==> config.mk <==
export PLATFORM = sky130hd
export DESIGN_NAME = alu_z_stage
export DESIGN_NICKNAME = d
export VERILOG_FILES = /design/src/rtl/alu_z_stage.sv
export SDC_FILE = /design/constraint.sdc
export NUM_CORES = 1
export LEC_CHECK = 0
export ABC_AREA = 1
export CORE_UTILIZATION = 40
export CTS_BUF_LIST = sky130_fd_sc_hd__clkbuf_16
export CTS_CLUSTER_DIAMETER = 120
export DETAILED_ROUTE_END_ITERATION = 12
export GPL_ROUTABILITY_DRIVEN = 1
export PLACE_DENSITY_LB_ADDON = 0.08
export SYNTH_ARGS = -nofsm -noshare
export SYNTH_HDL_FRONTEND = slang
export SYNTH_SLANG_ARGS = --single-unit
==> constraint.sdc <==
create_clock -name clk -period 3.3 [get_ports clk]
set_input_delay 0.33 -clock clk [delete_from_list [all_inputs] [get_ports clk]]
set_output_delay 0.33 -clock clk [all_outputs]
set_load 0.03 [all_outputs]
==> src/rtl/alu_z_stage.sv <==
// Result-capture FIFO behind the ALU: buffers {ZHigh,ZLow} with valid/ready on both sides.
// Define ALU_Z_FLAGS_EN to store per-entry {N,Z} flags; otherwise z_flags reads 2'b00.
module alu_z_stage #(
    parameter int              DATA_W = 32,
    parameter int              DEPTH  = 2,
    parameter int              OP_W   = 5,
    parameter logic [OP_W-1:0] OP_MUL = OP_W'(5'h0F),
    parameter logic [OP_W-1:0] OP_DIV = OP_W'(5'h10)
) (
    input  logic              clk,
    input  logic              clr,
    input  logic              in_valid,
    output logic              in_ready,
    input  logic [OP_W-1:0]   in_op,
    input  logic [DATA_W-1:0] in_lo,
    input  logic [DATA_W-1:0] in_hi,
    output logic              out_valid,
    input  logic              out_ready,
    output logic [DATA_W-1:0] z_lo,
    output logic [DATA_W-1:0] z_hi,
    output logic [1:0]        z_flags
);
    localparam int PTR_W = $clog2(DEPTH);
    localparam int CNT_W = PTR_W + 1;

    // Handshake: a beat transfers on the rising edge where valid && ready are both high;
    // ready never depends on valid of the same side, and there is no bypass when full.
    typedef enum logic [1:0] {
        OCC_EMPTY   = 2'd0,
        OCC_PARTIAL = 2'd1,
        OCC_FULL    = 2'd2
    } occ_t;

    occ_t              occ, occ_next;
    logic [CNT_W-1:0]  count, count_next;
    logic [PTR_W-1:0]  wr_ptr, rd_ptr;
    logic [DATA_W-1:0] lo_mem [DEPTH];
    logic [DATA_W-1:0] hi_mem [DEPTH];
    logic              push, pop;

    assign in_ready  = (occ != OCC_FULL);
    assign out_valid = (occ != OCC_EMPTY);
    assign push      = in_valid && in_ready;
    assign pop       = out_valid && out_ready;
    assign z_lo      = lo_mem[rd_ptr];
    assign z_hi      = hi_mem[rd_ptr];

    always_comb begin
        count_next = count;
        occ_next   = occ;
        case ({push, pop})
            2'b10:   count_next = count + CNT_W'(1);
            2'b01:   count_next = count - CNT_W'(1);
            default: count_next = count;
        endcase
        if (count_next == '0)
            occ_next = OCC_EMPTY;
        else if (count_next == CNT_W'(DEPTH))
            occ_next = OCC_FULL;
        else
            occ_next = OCC_PARTIAL;
    end

    always_ff @(posedge clk) begin
        if (clr) begin
            occ    <= OCC_EMPTY;
            count  <= '0;
            wr_ptr <= '0;
            rd_ptr <= '0;
            for (int i = 0; i < DEPTH; i++) begin
                lo_mem[i] <= '0;
                hi_mem[i] <= '0;
            end
        end else begin
            occ   <= occ_next;
            count <= count_next;
            if (push) begin
                lo_mem[wr_ptr] <= in_lo;
                hi_mem[wr_ptr] <= in_hi;
                wr_ptr         <= wr_ptr + PTR_W'(1);
            end
            if (pop)
                rd_ptr <= rd_ptr + PTR_W'(1);
        end
    end

`ifdef ALU_Z_FLAGS_EN
    logic [1:0] flag_mem [DEPTH];

    // Divide flags look at the quotient only; multiply flags see the whole 64-bit product.
    function automatic logic [1:0] flags_of(input logic [OP_W-1:0] op,
                                            input logic [DATA_W-1:0] hi,
                                            input logic [DATA_W-1:0] lo);
        if (op == OP_MUL)
            return {hi[DATA_W-1], ({hi, lo} == '0)};
        else if (op == OP_DIV)
            return {lo[DATA_W-1], (lo == '0)};
        else
            return {lo[DATA_W-1], (lo == '0)};
    endfunction

    always_ff @(posedge clk) begin
        if (clr) begin
            for (int i = 0; i < DEPTH; i++)
                flag_mem[i] <= 2'b00;
        end else if (push) begin
            flag_mem[wr_ptr] <= flags_of(in_op, in_hi, in_lo);
        end
    end

    assign z_flags = flag_mem[rd_ptr];
`else
    logic [OP_W-1:0] unused_op;

    assign unused_op = in_op ^ OP_MUL ^ OP_DIV;
    assign z_flags   = 2'b00;
`endif

endmodule

==> impl_metrics.tcl <==
set metrics [dict create \
    clk_pin_slew_ns 0.06 \
    cp-end-kind "output port" \
    wl_met3_microns 603 \
    postSynthCellCount 451 \
    cts-htree-levels 4 \
    synthMuxAreaShare 0.117 \
    ir_drop_mv 0.347 \
    hold_path.class "reg2reg" \
    drt-met1-wl_microns 4980 \
    wl_met2_microns 5840 \
    dp_slack_ns 1.01 \
    io_pins 141 \
    period_minus_slack_ns 2.71 \
    avgRoutedWirePerCell_microns 14.8 \
    synth_top_family_by_area "simple AND/OR/NAND/NOR gates" \
    grt_pass1_wl_microns 18700 \
    status "completed" \
    num-nets-final 661 \
    finalHoldViolCount 0 \
    maxUsedRoutingLayer "met4" \
    p_sw_frac 0.290 \
    synthTopCellsByArea "edfxtp_1, mux2_2, nor2_4" \
    synth_adder_area_share 0.00204 \
    worstSkewPairLatency_ns 0.41 \
    track_usage 0.159 \
    cp.required_ns 2.97 \
    clockRootBuffer "clkbuf_16" \
    drt_first_pass_iters 4 \
    antenna_found_initial 0 \
    die_area_sq_um 15900 \
    die_h_microns 126 \
    drt_iter0_markers 177 \
    rows 44 \
    drive_above_1_share 0.237 \
    placed_area_sq_um 7570 \
    p_clk_frac 0.333 \
    synth_top_area_frac 0.626 \
    power_leakage_nw 3.29 \
    power_mw 5.71 \
    ctsLongestPathBuffers 2 \
    synth-xor-area-share 0.00143 \
    syn_area_sq_um 6140 \
    ctsHoldBuffers 0 \
    sequentialPowerShare 0.385 \
    path_class "reg2out" \
    die_w_microns 126 \
    finalWirelength_microns 11600 \
    crit_fanout 36 \
    hpwl_microns 6840 \
    placed_cells 752 \
    fin_cells 784 \
    intPower_mw 4.05 \
    finalSetupViolCount 0 \
    dr_total_vias 3625 \
    num_antenna_cells 0 \
    fin_ws_ns 0.593 \
    avgSynthCellArea_sq_um 13.6 \
    ys_seq_elements 135 \
    numClockSinks 135 \
    post-cts-setup-buffers 0 \
    multi_input_area_sq_um 1660 \
    syn2layout_area_growth_pct 33.0 \
    nFillCells 1289 \
    grt_pass1_vias 3815 \
    yosys_warnings 0 \
    drc 0 \
    finalClockSkew_ns 0.00374 \
    viasPerCell 4.62 \
    p_comb_frac 0.283 \
    cts_inserted_buffers 17 \
    design_area_sq_um 8170 \
    rsz0062_at_grt "false" \
    fmax_ghz 0.369 \
    holdWs_ns 0.465 \
    max_cap_viol_count 0 \
    final.period_utilization 0.820 \
    start_util 0.416 \
    grt_overflow 0 \
    synth_cell_types 20 \
    core_sq_um 14800 \
    arrival_ns 2.38 \
    port_buffers 133 \
    gp_congestion 0.666 \
    fin_tns_setup_ns 0 \
    start_kind "flop" \
    worst_pin_slew_ns 0.788 \
    seq_area_sq_um 3990 \
    ant_nets 0 \
    ys_seq_area_frac 0.649 \
    synth_compound_area_frac 0.00244 \
    ctsResizeCount 0 \
    relSlewSlack 0.475 \
    tritoncts "done" \
    power.density_nw_per_um2 699 \
    final_core_util 0.553 \
    slew_viol_final 0 \
    switchingPower_mw 1.66 \
    synthSimpleGateAreaFrac 0.143 \
    grt_max_degree 66 \
    yosysTopAreaCell "edfxtp_1" \
]
## cells in the mapped netlist
cell type  instances
nand2_1            8
nand4_1            2
buf_12             4
nor2_1            93
inv_1             74
mux2_2            64
dfxtp_1            7
o21ai_0            1
ha_1               1
nor2_4            39
buf_4              9
nand2_4            3
inv_2              1
buf_6              6
edfxtp_1         128
a21oi_1            2
conb_1             1
nand3_1            3
buf_2              4
xor2_1             1
## worst paths after layout
path / start / endpoint / slack, ns / cells after the start
setup / recovery: flop / z_lo[3] / 0.59 / 3
hold / removal: rd_ptr / flop / 0.46 / 2
setup reg to reg: occ[0] / hi_mem[1][29] / 1.64 / 5
hold reg to reg: rd_ptr / flop / 0.46 / 2
## final cells by class
cell class              count  share of cell area
clock inverters            15              0.0205
well taps                 184              0.0282
repair buffers            139               0.173
flip-flops and latches    135               0.488
inverters                  75              0.0345
clock buffers              17              0.0521
multi-input cells         219               0.203
## critical path, cell delays in order, from the launching register on
cell	delay [ns]
dfxtp_4	0.64
buf_12	0.30
mux2_2	0.36
clkdlybuf4s50_1	0.63
## power by group through the flow
stage          sequential (mW)  combinational [mW]  clock (mW)
2_1_floorplan             2.18                1.11           0
3_5_place_dp              2.23                1.63           0
3_3_place_gp              2.22                1.63           0
5_1_grt                   2.22                1.71        2.01
4_1_cts                   2.20                1.64        1.94
6_report                  2.20                1.61        1.90
## placed cells by master (no fill, tap or decap)
| cell type | netlist | routed |
|---|---|---|
| clkdlybuf4s50_1 | 0 | 133 |
| ha_1 | 1 | 1 |
| dfxtp_1 | 7 | 6 |
| nor2_1 | 93 | 93 |
| buf_4 | 9 | 3 |
| conb_1 | 1 | 2 |
| inv_1 | 74 | 76 |
| clkinv_2 | 0 | 5 |
| mux2_2 | 64 | 64 |
| edfxtp_1 | 128 | 128 |
| o21ai_0 | 1 | 1 |
| clkbuf_16 | 0 | 17 |
| a21oi_1 | 2 | 2 |
| inv_2 | 1 | 1 |
| nand4_1 | 2 | 2 |
| bufinv_16 | 0 | 4 |
| dfxtp_4 | 0 | 1 |
| nor2_4 | 39 | 39 |
| nand2_4 | 3 | 5 |
| nand2_1 | 8 | 6 |
| xor2_1 | 1 | 1 |
| nand3_1 | 3 | 3 |
| clkinv_1 | 0 | 4 |
| buf_12 | 4 | 3 |
## sequential cells by signal (all words and copies together) (netlist names), named ones only
name,cells
count,2
hi_mem,64
lo_mem,64
occ,2
rd_ptr,1
wr_ptr,1
## routing by layer
metal	vias up	GRT usage
met3	17	0.0472
li1	1757	-
met2	94	0.267
met1	1757	0.187
met4	0	0.0723
met5	-	0
## cell families (layout without fill, tap and decap cells)
family	count (synthesis)	in the layout
and+or+nand+nor	148	148
DFF	135	135
buffers and inverters	98	246
muxes	64	64
AOI/OAI and AO/OA	3	3
adders and majority gates	1	1
other	1	2
xor gates and xnor gates	1	1
Power figures use the tool's default switching activity.
